<file path="src/rtl/fifo_pkg.sv">
// Shared definitions for the fifo_sync read-side stream adapter:
// FSM encoding, fifo_sync read-latency constants and a constant clog2 helper.
package fifo_pkg;

  typedef enum logic {
    ST_WAIT_RDY = 1'b0,
    ST_RUN      = 1'b1
  } state_t;

  localparam int FIFO_RD_LAT_NOREG = 1;
  localparam int FIFO_RD_LAT_REG   = 2;

  function automatic int clog2(input int value);
    int result;
    result = 0;
    for (int v = value - 1; v > 0; v = v >> 1) result++;
    return result;
  endfunction

endpackage

</file>
<file path="src/rtl/fifo_rd_skid.sv">
// Small register FIFO that absorbs words returned by fifo_sync while the
// consumer stalls; the head word is presented from a register.
module fifo_rd_skid
  import fifo_pkg::*;
#(
  parameter int  FIFO_WIDTH = 8,
  parameter int  BUF_DEPTH  = 3,
  localparam int CNT_W      = clog2(BUF_DEPTH + 1),
  localparam int PTR_W      = (BUF_DEPTH > 1) ? clog2(BUF_DEPTH) : 1
) (
  input  logic                  clk,
  input  logic                  rst_n,
  input  logic                  push,
  input  logic [FIFO_WIDTH-1:0] push_data,
  input  logic                  pop,
  output logic [FIFO_WIDTH-1:0] head,
  output logic [CNT_W-1:0]      count
);

  logic [FIFO_WIDTH-1:0] mem [BUF_DEPTH];
  logic [PTR_W-1:0]      wr_ptr, rd_ptr, rd_ptr_nxt;
  logic [CNT_W-1:0]      remain, count_nxt;
  logic [FIFO_WIDTH-1:0] head_nxt;

  function automatic logic [PTR_W-1:0] ptr_inc(input logic [PTR_W-1:0] ptr);
    return (ptr == PTR_W'(BUF_DEPTH - 1)) ? '0 : ptr + PTR_W'(1);
  endfunction

  // Next head: the entry after the pop if one remains, else a word landing now.
  always_comb begin
    rd_ptr_nxt = pop ? ptr_inc(rd_ptr) : rd_ptr;
    remain     = pop ? count - CNT_W'(1) : count;
    count_nxt  = push ? remain + CNT_W'(1) : remain;
    head_nxt   = head;
    if (remain != '0) begin
      head_nxt = mem[rd_ptr_nxt];
    end else if (push) begin
      head_nxt = push_data;
    end
  end

  always_ff @(posedge clk or negedge rst_n) begin
    if (!rst_n) begin
      wr_ptr <= '0;
      rd_ptr <= '0;
      count  <= '0;
      head   <= '0;
    end else begin
      wr_ptr <= push ? ptr_inc(wr_ptr) : wr_ptr;
      rd_ptr <= rd_ptr_nxt;
      count  <= count_nxt;
      head   <= head_nxt;
    end
  end

  always_ff @(posedge clk) begin
    if (push) mem[wr_ptr] <= push_data;
  end

endmodule

</file>
<file path="src/rtl/fifo_rd_stream.sv">
// Drains fifo_sync and presents its words as a valid/ready stream.
// Optional FIFO_RD_STREAM_STATS_EN adds saturating transfer/stall counters.
module fifo_rd_stream
  import fifo_pkg::*;
#(
  parameter int FIFO_WIDTH = 8,
  parameter int RD_LATENCY = FIFO_RD_LAT_NOREG
) (
  input  logic                  clk,
  input  logic                  rst_n,
  input  logic                  fifo_ready,
  input  logic                  fifo_empty,
  output logic                  fifo_rd_en,
  input  logic [FIFO_WIDTH-1:0] fifo_rd_data,
  output logic                  m_valid,
  output logic [FIFO_WIDTH-1:0] m_data,
  input  logic                  m_ready
`ifdef FIFO_RD_STREAM_STATS_EN
  ,
  output logic [31:0]           stat_words,
  output logic [31:0]           stat_stalls
`endif
);

  localparam int BUF_DEPTH = RD_LATENCY + 2;
  localparam int CNT_W     = clog2(BUF_DEPTH + 1);

  state_t                state, state_nxt;
  logic [RD_LATENCY-1:0] rd_vld_p, rd_vld_nxt;
  logic [CNT_W-1:0]      buf_count, inflight;
  logic                  pop;

  always_comb begin
    inflight = '0;
    for (int i = 0; i < RD_LATENCY; i++) inflight = inflight + CNT_W'(rd_vld_p[i]);
  end

  // Credit covers both landed and in-flight words, so the buffer cannot overflow.
  always_comb begin
    state_nxt  = state;
    fifo_rd_en = 1'b0;
    case (state)
      ST_WAIT_RDY: begin
        if (fifo_ready) state_nxt = ST_RUN;
      end
      ST_RUN: begin
        if (!fifo_ready) state_nxt = ST_WAIT_RDY;
        fifo_rd_en = fifo_ready && !fifo_empty &&
                     ((buf_count + inflight) < CNT_W'(BUF_DEPTH));
      end
      default: state_nxt = ST_WAIT_RDY;
    endcase
  end

  always_comb begin
    rd_vld_nxt    = rd_vld_p << 1;
    rd_vld_nxt[0] = fifo_rd_en;
  end

  always_ff @(posedge clk or negedge rst_n) begin
    if (!rst_n) begin
      state    <= ST_WAIT_RDY;
      rd_vld_p <= '0;
    end else begin
      state    <= state_nxt;
      rd_vld_p <= rd_vld_nxt;
    end
  end

  // Read-return stage boundary: the pipe tail marks fifo_rd_data as valid.
  fifo_rd_skid #(
    .FIFO_WIDTH (FIFO_WIDTH),
    .BUF_DEPTH  (BUF_DEPTH)
  ) u_skid (
    .clk       (clk),
    .rst_n     (rst_n),
    .push      (rd_vld_p[RD_LATENCY-1]),
    .push_data (fifo_rd_data),
    .pop       (pop),
    .head      (m_data),
    .count     (buf_count)
  );

  assign m_valid = (buf_count != '0);
  assign pop     = m_valid && m_ready;

`ifdef FIFO_RD_STREAM_STATS_EN
  function automatic logic [31:0] sat_inc(input logic [31:0] value);
    return (value == 32'hFFFF_FFFF) ? value : value + 32'd1;
  endfunction

  always_ff @(posedge clk or negedge rst_n) begin
    if (!rst_n) begin
      stat_words  <= '0;
      stat_stalls <= '0;
    end else begin
      if (pop) stat_words <= sat_inc(stat_words);
      if (m_valid && !m_ready) stat_stalls <= sat_inc(stat_stalls);
    end
  end
`endif

endmodule

</file>
<file path="config.mk">
export PLATFORM = sky130hd
export DESIGN_NAME = fifo_rd_stream
export DESIGN_NICKNAME = d
export VERILOG_FILES = /design/src/rtl/fifo_pkg.sv /design/src/rtl/fifo_rd_skid.sv /design/src/rtl/fifo_rd_stream.sv
export SDC_FILE = /design/constraint.sdc
export NUM_CORES = 1
export LEC_CHECK = 0
export CAP_MARGIN = 20
export CORE_MARGIN = 10
export CORE_UTILIZATION = 58
export DETAILED_ROUTE_END_ITERATION = 10
export PLACE_DENSITY = 0.93
export SETUP_SLACK_MARGIN = 0.2
export SYNTH_ARGS = -nofsm -noshare
export SYNTH_HDL_FRONTEND = slang
export SYNTH_SLANG_ARGS = --single-unit
export TNS_END_PERCENT = 20
</file>
<file path="constraint.sdc">
create_clock -name clk -period 4.5 [get_ports clk]
set_clock_uncertainty 0.2 [all_clocks]
set_input_delay 0.675 -clock clk [delete_from_list [all_inputs] [get_ports clk]]
set_output_delay 0.675 -clock clk [all_outputs]
set_load 0.02 [all_outputs]
</file>
# Yosys cells after proc, flatten, opt, wreduce, memory -nomap -nowiden

Memory sizes are Yosys's and may differ from the RTL's.
Cells that the tools add are included.

Input port bits: 13
Bits in writable memories: 24
Flip-flop bits (word level): 16
Memories: 1

$add $sub $neg: 5
Magnitude comparators: 1
Equality and inequality tests: 2
Reduce and logical (&&, ||, !) cells: 7
Muxes and demuxes: 11

Memory list:

| name       | depth | width | rd ports | clocked after Yosys merged registers in | write ports | RTL line           | text |
|---|---|---|---|---|---|---|---|
| u_skid.mem | 3     | 8     | 1        | 0                                       | 1           | fifo_rd_skid.sv:20 | `logic [FIFO_WIDTH-1:0] mem [BUF_DEPTH];` |

Operator list:

| operator                                          | number |
|---|---|
| two-way mux 8 bit                                 | 2 |
| two-way mux 2 bit                                 | 5 |
| adder 2 x 1 -> 2 bit (second input constant)      | 3 |
| nonzero test 2 bit                                | 3 |
| == test 2 bit (second input constant)             | 2 |
| two-way mux 1 bit                                 | 4 |
| logical AND 1 bit                                 | 3 |
| adder 2 x 1 -> 2 bit                              | 1 |
| < comparator 2 bit (second input constant)        | 1 |
| subtractor 2 x 1 -> 2 bit (second input constant) | 1 |
| logical NOT 1 bit                                 | 1 |

# Depth between registers and ports, before layout

Gate-level depths: netlist (run 1).

Word-level depth: 5
Gate-level depth with buffers: 8
Gate-level depth less buffers: 7

# Hierarchy

Synthesis (run 1) repeated with hierarchy kept, for this count alone.

Cell total of the unflattened synthesis: 129
Area, all modules: 1888.1 um^2

Modules (own cells, without submodules):

| module         | area an instance (um^2) | times used | cells an instance | sequential area each (um^2) |
|---|---|---|---|---|
| fifo_rd_skid   | 1783.0                  | 1          | 121               | 1071.0 |
| fifo_rd_stream | 105.1                   | 1          | 8                 | 50.0 |

# Least setup slack after synthesis (run 1)

Ideal clock, no wire load.

Path kind: input-to-reg
From: input port m_ready
To: register u_skid.head[0]
Buffers on the path: 2
Setup slack: 2.269 ns
Arrival: 1.951 ns
Stages on the path: 6
Path through: nor2b_4 buf_2 xnor2_1 ha_1 buf_1 mux2i_1

Cells in the longest elaborated chain, start to end: 4
Elaborated cells on any way between the ends: 7
Those cells by class: mux (3); reduce/logical (3); memory (1)

Ends and longest elaborated chain:

| item                                                          | RTL line                               | text |
|---|---|---|
| start: declaration                                            | fifo_rd_stream.sv:17                   | `input logic m_ready` |
| logical AND 1 bit *                                           | fifo_rd_stream.sv:85                   | `assign pop = m_valid && m_ready;` |
| two-way mux 2 bit, on equally long branches                   | fifo_rd_skid.sv:31, fifo_rd_skid.sv:32 |  |
| memory read (3 x 8 bit) or nonzero test 2 bit (tied branches) | --                                     |  |
| two-way mux 8 bit or nonzero test 2 bit (tied branches)       | --                                     |  |
| end signal: assignment                                        | fifo_rd_skid.sv:52                     | `head <= head_nxt;` |
| end: declaration                                              | fifo_rd_skid.sv:16                     | `output logic [FIFO_WIDTH-1:0] head,` |

Every way passes the cells marked *; elsewhere a longest branch is shown, timed or not.
A chain may end at the register's enable or synchronous reset.

# Worst setup path in the final report (run 1)

From: register rd_vld_p
To: output port fifo_rd_en

Cells in the longest elaborated chain, start to end: 4

Ends and longest elaborated chain:

| item                     | RTL line             | text |
|---|---|---|
| start: declaration       | fifo_rd_stream.sv:29 | `logic [RD_LATENCY-1:0] rd_vld_p, rd_vld_nxt;` |
| start signal: assignment | fifo_rd_stream.sv:66 | `rd_vld_p <= rd_vld_nxt;` |
| adder 2 x 1 -> 2 bit     | fifo_rd_stream.sv:49 | `((buf_count + inflight) < CNT_W'(BUF_DEPTH));` |
| < comparator 2 bit       | fifo_rd_stream.sv:49 |  |
| logical AND 1 bit        | fifo_rd_stream.sv:48 | `fifo_rd_en = fifo_ready && !fifo_empty &&` |
| two-way mux 1 bit        | fifo_rd_stream.sv:42 | `case (state)` |
| end: declaration         | fifo_rd_stream.sv:13 | `output logic fifo_rd_en,` |

Every way passes these cells.

==> results of run 1 <==
## cells by family (layout without fill, tap and decap cells)
group | count (synthesis) | after routing
flip-flops | 40 | 40
AND/OR/NAND/NOR | 10 | 10
AO/OA/AOI/OAI | 20 | 20
adder cells (fa/ha/maj) | 3 | 3
XOR/XNOR | 3 | 3
multiplexers | 27 | 27
buffers and inverters | 9 | 36
## area by class of cell
type / instances / area [sq um] / area share [%]
flip-flops and latches: 40 / 1120 / 53.6
repair buffers: 24 / 235 / 11.2
clock buffers: 7 / 65.1 / 3.11
well taps: 31 / 38.8 / 1.85
inverters: 4 / 15.0 / 0.718
clock inverters: 1 / 30.0 / 1.44
multi-input cells: 63 / 587 / 28.1
## worst reg2reg max path, stage by stage (launching register included)
cell,delay (ps)
dfrtp_1,760
inv_1,250
nor3b_1,780
buf_4,270
## layer usage
metal  vias to the layer above  track usage [%]  share of wire [%]
met1                       533             16.4                 39
met5                         -                0                  0
met2                        41             24.3                 52
met3                         7             5.78                8.1
met4                         0             6.30                1.3
li1                        496                -                  -
## power groups by stage
| stage | Sequential, W | Combinational [W] | Clock (W) |
|---|---|---|---|
| after floorplan | 0.000559 | 0.000367 | 0 |
| after global placement | 0.000550 | 0.000541 | 0 |
| after detailed placement | 0.000555 | 0.000567 | 0 |
| after CTS | 0.000548 | 0.000572 | 0.000265 |
| after global routing | 0.000561 | 0.000618 | 0.000279 |
| final | 0.000548 | 0.000566 | 0.000262 |
## state kept, by name, indices dropped and copies added, names as in the netlist
register,count
u_skid.mem,24
u_skid.count,2
u_skid.rd_ptr,2
rd_vld_p,1
state,1
u_skid.head,8
u_skid.wr_ptr,2
## worst paths after layout
kind	endpoint	from	cells after the start	slack (ps)
max	fifo_rd_en	rd_vld_p	4	1180
min	rd_vld_p	state	2	350
max reg2reg	u_skid.mem[2][5]	rd_vld_p	3	1980
min reg2reg	rd_vld_p	state	2	350
max in group asynchronous	u_skid.head[0]	rst_n	1	3090
min in group asynchronous	u_skid.head[2]	rst_n	1	550
## stage by stage
step | std cells | setup WS [ps] | area (sq um) | hold slack [ps]
floorplan | 112 | 2270 | 1750 | 179
global placement | 162 | 1520 | 2000 | 301
detailed placement | 162 | 1400 | 2000 | 327
CTS | 170 | 1110 | 2090 | 348
global route | 170 | 946 | 2090 | 387
finish | 170 | 1180 | 2090 | 347
## cell usage after synthesis
cell type   n
nor2b_1     1
a21oi_1     1
nor3_1      1
ha_1        3
xnor2_1     2
nor2_2      1
mux2_2     10
nor3b_1     1
mux2_4      1
a22o_1      8
a222oi_1    8
a21o_1      2
nor2_1      3
edfxtp_1   24
dfrtp_1    16
mux2i_1    16
nor2b_4     1
xor2_1      1
buf_1       1
a211oi_1    1
buf_2       4
inv_1       4
nand2_1     2
==> results.yml, run 1 <==
synthesis:
  synth_compound_area_share_pct: 10.2
  yosysSeqAreaShare_pct: 64.2
  synth_xor_area_share_pct: 1.50
  synth_area_per_cell_sq_um: 15.6
  yosys.area_share.adder_pct: 2.15
  yosys.area_share.simple_pct: 3.30
  synth_top_family_by_area: "multiplexers"
  syn-num-nets: 128
  yosysWarnings: 0
  synth_seq_cells: 40
  synth_area_leader_cell: "edfxtp_1"
  syn_area_sq_mm: 0.00175
  synthMuxAreaShare_pct: 16.5
  synthCells: 112
  synth_cell_types: 23
  synth_top_area_share_pct: 41.3
  synth_area_leaders: "edfxtp_1 41%, dfrtp_1 23%, mux2i_1 9.2%"
power_and_ir_drop:
  power.total_w: 0.00138
  ir_drop_mv: 0.341
  p_seq_share_pct: 39.8
  power_switching_w: 0.000474
  power_density_mw_per_mm2: 658
  clock_power_share_pct: 19.1
  leakagePower_nw: 0.795
  swShare_pct: 34.4
  p_int_w: 0.000903
  pwr-share-comb_pct: 41.1
timing:
  slew_headroom_pct: 41.7
  grt_setup_unrepaired: "false"
  max_freq_mhz: 302
  period_minus_slack_ps: 3320
  max_slew.worst_pin.slew_ps: 873
  setup_viol: 0
  setup-tns-final_ps: 0
  period_share_pct: 73.7
  slew_violations: 0
  final_hold_viol_count: 0
routing:
  routedWlPerCell_um: 21.3
  drc_errors: 0
  ant_nets: 0
  vias: 1077
  drt-initial-drc-count: 125
  drtPass1Iterations: 5
  viasPerCell: 6.34
  wirelength_mm: 3.61
die:
  ioPinCount: 23
  die_w_um: 74.9
  start_util_pct: 61.7
  dieArea_sq_mm: 0.00561
  core_area_sq_mm: 0.00283
  die_h_um: 74.9
  rows: 19
clock_tree:
  clk_latency_ps: 350
  numClockSinks: 40
  root_buffer: "clkbuf_4"
  htree_levels: 2
  hold_buffers: 0
  cts_max_path_buffers: 2
  postCtsSetupBuffers: 0
  path_clk_slew_ps: 110
  cts_buffers: 5
  cts-resized-gates: 0
  tritoncts: "done"
global_routing:
  gr-total-overflow: 0
  grt_pass1_vias: 1179
  antenna_found_initial: 0
  grt_max_degree: 17
  grt_pass1_wl_mm: 6.07
  grt.total_usage_pct: 14.7
cells_and_area:
  diodes: 0
  syn_to_final_growth_pct: 19.8
  final_core_utilization_pct: 73.9
  fillCellCount: 187
  final_cell_mix: "24 x edfxtp_1, 22 x clkdlybuf4s50_1, 16 x mux2i_1, 16 x dfrtp_1, 10 x mux2_2"
  final_common_cell: "edfxtp_1"
  drive_gt1_share_pct: 16.5
  fin_nets: 154
critical_path:
  critPathCaptureType: "primary output"
  crit_family: "buffers and inverters"
  cp_max_fo: 12
  crit_slowest_cell: "clkdlybuf4s50_1"
  path_buf_inv: 1
  crit_required_ps: 3620
  path_cells: "ha_1 > xor2_1 > a211oi_1 > clkdlybuf4s50_1"
  critPathLaunchType: "flop"
  arrival_ps: 2440
  cpPeakStageDelay_ps: 680
  critical_path_class: "reg -> out"
placement:
  dp_hpwl_mm: 2.53
  port_buffers: 22
  gp_congestion: 0.725
outcome:
  status: "completed"
job:
  cap_violations: 0
worst_hold_path:
  hold_path_class: "reg -> reg"
Note: power is estimated with default switching activity, not from simulation.
==> inputs of run 2 (changes only) <==
Settings changed: CORE_UTILIZATION 58 to 48, PLACE_DENSITY 0.93 to 0.84.
Clock period 4.5 ns to 2.7 ns, I/O delays scaled along.
==> run 2 against run 1 <==
Compared with the run above: core utilization shrank 12 points; final area grew 1.4%; register-to-register slack lost 1500 ps; total power grew 63%; die area grew 15%; global-route usage shrank 2.7 points; worst setup slack lost 800 ps; critical path type unchanged; critical endpoint unchanged; largest cell class unchanged; highest routed layer unchanged.
==> results.yml, run 2 (synthesized netlist as in run 1, its figures left out) <==
timing:
  final_hold_viol_count: 0
  whs_ps: 321
  slew_headroom_pct: 45.9
  period_share_pct: 85.7
  setup-tns-final_ps: 0
  max_freq_mhz: 432
  grt_setup_unrepaired: "false"
  max_slew.worst_pin.slew_ps: 809
  slew_violations: 0
  period_minus_slack_ps: 2310
  setup_viol: 0
clock_tree:
  hold_buffers: 0
  numClockSinks: 40
  tritoncts: "done"
  postCtsSetupBuffers: 0
  root_buffer: "clkbuf_4"
  cts_buffers: 5
  path_clk_slew_ps: 120
  clk_latency_ps: 340
  htree_levels: 2
  cts_max_path_buffers: 2
critical_path:
  arrival_ps: 1710
  critPathLaunchType: "flop"
  critical_path_class: "reg -> out"
  crit_required_ps: 2100
  critPathCaptureType: "primary output"
  timing.rr.end: "u_skid.head[1]"
  r2r_setup_slack_ps: 510
  cp_max_fo: 3
  reg2reg_from: "u_skid.count[0]"
  r2r_cells: 6
cells_and_area:
  final_cell_mix: "24 x edfxtp_1, 21 x clkdlybuf4s50_1, 16 x mux2i_1, 16 x dfrtp_1, 10 x mux2_2"
  regMostFlops: "u_skid.mem"
  largest_reg_flops: 24
  syn_to_final_growth_pct: 21.4
  final_common_cell: "edfxtp_1"
  fin_nets: 158
  drive_gt1_share_pct: 19.6
  reg_top3: "u_skid.mem x24, u_skid.head x8"
  diodes: 0
routing:
  ant_nets: 0
  viasPerCell: 5.71
  routedWlPerCell_um: 19.1
  drtPass1Iterations: 4
  drt-initial-drc-count: 112
  wirelength_mm: 3.62
  vias: 1079
  drc_errors: 0
power_and_ir_drop:
  power_density_mw_per_mm2: 1060
  ir_drop_mv: 0.633
  leakagePower_nw: 0.807
global_routing:
  grt_max_degree: 17
  antenna_found_initial: 0
  grt_pass1_vias: 1203
  grt.total_usage_pct: 12.0
  gr-total-overflow: 0
  grt_pass1_wl_mm: 5.95
die:
  start_util_pct: 51.1
  die_h_um: 80.3
  rows: 21
  ioPinCount: 23
  die_w_um: 80.3
  core_area_sq_mm: 0.00342
  dieArea_sq_mm: 0.00645
worst_hold_path:
  hold_path_class: "in -> async"
job:
  cap_violations: 0
placement:
  dp_hpwl_mm: 2.55
  port_buffers: 22
  gp_congestion: 0.731
outcome:
  status: "completed"
run 2: metal layers:
layer,track usage [%],vias up,wire length [um]
li1,-,503,-
met1,13.7,538,1430
met2,21.3,34,1970
met3,3.90,4,193
met4,2.11,0,23
met5,0,-,0
run 2: worst max path at each step:
stage          slack, ps             end       startpoint  cells after the start
2_1_floorplan        520  u_skid.head[0]  u_skid.count[0]                      8
3_3_place_gp         270      fifo_rd_en       fifo_ready                      4
3_5_place_dp         160      fifo_rd_en       fifo_ready                      4
4_1_cts              230      fifo_rd_en  u_skid.count[0]                      4
5_1_grt              270      fifo_rd_en  u_skid.count[0]                      4
6_report             390      fifo_rd_en  u_skid.count[0]                      4
run 2: critical path, stage by stage (launching register included):
cell,delay (ps)
dfrtp_1,430
ha_1,210
xor2_1,150
a211oi_1,340
clkbuf_2,250
run 2: cell type report:
| cell class | instances | area, sq um |
|---|---|---|
| Clock buffer | 5 | 37.5 |
| Fill cell | 279 | 1290 |
| Tap cell | 46 | 57.6 |
| Clock inverter | 3 | 42.5 |
| Sequential cell | 40 | 1120 |
| Inverter | 4 | 15.0 |
| Timing Repair Buffer | 28 | 260 |
| Multi-Input combinational cell | 63 | 587 |
run 2: timing repair:
action / 4_1_cts / 5_1_grt
gates resized for setup: 1 / 3
pin swaps: 0 / 0
setup endpoints to repair: 1 / 1
run 2: power breakdown:
part,switching [W],internal (W)
sequential,0.000121,0.000782
clock,0.000187,0.000193
combinational,0.000474,0.000487
run 2: metrics by stage:
| step | std cells | util [%] | power, W | setup slack [ps] | instance area [sq um] |
|---|---|---|---|---|---|
| after detailed placement | 181 | 59.9 | 0.00189 | 156 | 2050 |
| final | 189 | 62.1 | 0.00224 | 386 | 2120 |
| after floorplan | 112 | - | 0.00154 | 521 | 1750 |
| after global routing | 189 | 62.1 | 0.00239 | 273 | 2120 |
| after global placement | 181 | 59.9 | 0.00184 | 266 | 2050 |
| after CTS | 189 | 62.2 | 0.00227 | 232 | 2120 |
==> inputs of run 3 (changes only) <==
Settings changed: RECOVER_POWER from default to 50.
==> run 3 against run 2 <==
Compared with the run above: sequential share of layout area grew 0.38 points; final cell count unchanged; critical endpoint is now u_skid.head[1]; worst setup slack worse by 100 ps; fmax shrank 4.2%; clock power is essentially flat; largest cell class unchanged.
==> results.yml, run 3 (synthesized netlist as in run 1, its figures left out) <==
outcome:
  status: "completed"
timing:
  slew_headroom_pct: 41.8
  max_slew.worst_pin.slew_ps: 872
  grt_setup_unrepaired: "false"
  final_hold_viol_count: 0
  slew_violations: 0
  fin_ws_ps: 285
  max_freq_mhz: 414
  setup-tns-final_ps: 0
  whs_ps: 323
  period_minus_slack_ps: 2410
  period_share_pct: 89.4
  setup_viol: 0
critical_path:
  crit_family: "multiplexers"
  worst-path-stages: 6
  r2r_cells: 6
  crit_required_ps: 2700
  crit_slowest_cell: "mux2_1"
  path_buf_inv: 1
  cpPeakStageDelay_ps: 530
  cp_max_fo: 9
  arrival_ps: 2410
  path_cells: "inv_1 > ha_1 > nor2b_1 > mux2_1 > a222oi_1 > mux2i_1"
  critPathCaptureType: "flop"
  critical_path_class: "reg -> reg"
  critPathLaunchType: "flop"
die:
  ioPinCount: 23
  rows: 21
  start_util_pct: 51.1
  die_w_um: 80.3
  dieArea_sq_mm: 0.00645
  core_area_sq_mm: 0.00342
  die_h_um: 80.3
global_routing:
  grt_pass1_vias: 1203
  grt_pass1_wl_mm: 5.95
  grt.total_usage_pct: 12.0
  gr-total-overflow: 0
  antenna_found_initial: 0
  grt_max_degree: 17
power_and_ir_drop:
  leakagePower_nw: 0.797
  ir_drop_mv: 0.633
  power_density_mw_per_mm2: 1060
placement:
  place_ws_ps: 156
  port_buffers: 22
  dp_hpwl_mm: 2.55
  gp_congestion: 0.731
cells_and_area:
  fillCellCount: 284
  drive_gt1_share_pct: 17.5
  diodes: 0
  fin_nets: 158
  seqCellArea_sq_mm: 0.00112
  final_cell_mix: "24 x edfxtp_1, 16 x mux2i_1, 16 x dfrtp_1, 11 x clkdlybuf4s50_1"
  multiInputGateArea_sq_um: 576
  reg_top3: "u_skid.mem x24, u_skid.head x8"
  syn_to_final_growth_pct: 20.6
  final_common_cell: "edfxtp_1"
  regMostFlops: "u_skid.mem"
  largest_reg_flops: 24
routing:
  ant_nets: 0
  viasPerCell: 5.69
  drtPass1Iterations: 7
  dr.max_layer_used: "met4"
  vias: 1076
  routedWlPerCell_um: 19.2
  wirelength_mm: 3.64
  wl_met1_mm: 1.48
  dr_wl_met2_mm: 1.96
  drt-initial-drc-count: 85
  drc_errors: 0
  wl_met3_um: 170
clock_tree:
  tritoncts: "done"
  cts_buffers: 5
  postCtsSetupBuffers: 0
  hold_buffers: 0
  path_clk_slew_ps: 120
  htree_levels: 2
  clk_latency_ps: 340
  root_buffer: "clkbuf_4"
  cts-resized-gates: 1
  cts_max_path_buffers: 2
  numClockSinks: 40
job:
  cap_violations: 0
worst_hold_path:
  min_path_cells: 2
  hold_path_class: "reg -> reg"
## run 3: cell types whose count changed in the layout (fill, tap and decap cells not counted), sizes merged
cell           delta
clkbuf            +1
buf               -1
clkdlybuf4s50    -10
dlygate4sd3      +10
## run 3: per-stage QoR
stage / cell area [sq um] / util, % / power [W] / instances
3_5_place_dp: 2050 / 59.9 / 0.00189 / 181
6_report: 2110 / 61.6 / 0.00223 / 189
3_3_place_gp: 2050 / 59.9 / 0.00184 / 181
4_1_cts: 2120 / 62.2 / 0.00227 / 189
5_1_grt: 2110 / 61.6 / 0.00237 / 189
2_1_floorplan: 1750 / - / 0.00154 / 112
## run 3: tightest hold or removal path, cell delays in order, from the launching register on
cell and delay [ps]:
dfrtp_1 370, nand2_1 60, a211oi_1 60
## run 3: area by class of cell
class	instances	area share [%]
inverter	4	0.713
timing repair buffer	28	12.2
clock inverter	3	2.02
tap	46	2.73
sequential	40	53.2
clock buffer	5	1.78
multi-input combinational	63	27.3
## run 3: worst paths after layout
path / startpoint / to / slack [ps]
worst max-delay path: u_skid.count[0] / u_skid.head[1] / 290
worst min-delay path: state / rd_vld_p / 320
worst max register to register: u_skid.count[0] / u_skid.head[1] / 290
worst min register to register: state / rd_vld_p / 320
max in group asynchronous: rst_n / u_skid.head[5] / 1400
min in group asynchronous: rst_n / u_skid.head[0] / 390
## run 3: metal layers
layer  up-vias  track usage, %
li1        504               -
met1       539            13.7
met2        29            21.3
met3         4            3.90
met4         0            2.11
met5         -               0
## run 3: report_power, final
group	internal (W)	switching (W)
combinational	0.000470	0.000471
sequential	0.000782	0.000121
clock	0.000193	0.000188
total	0.00145	0.000780
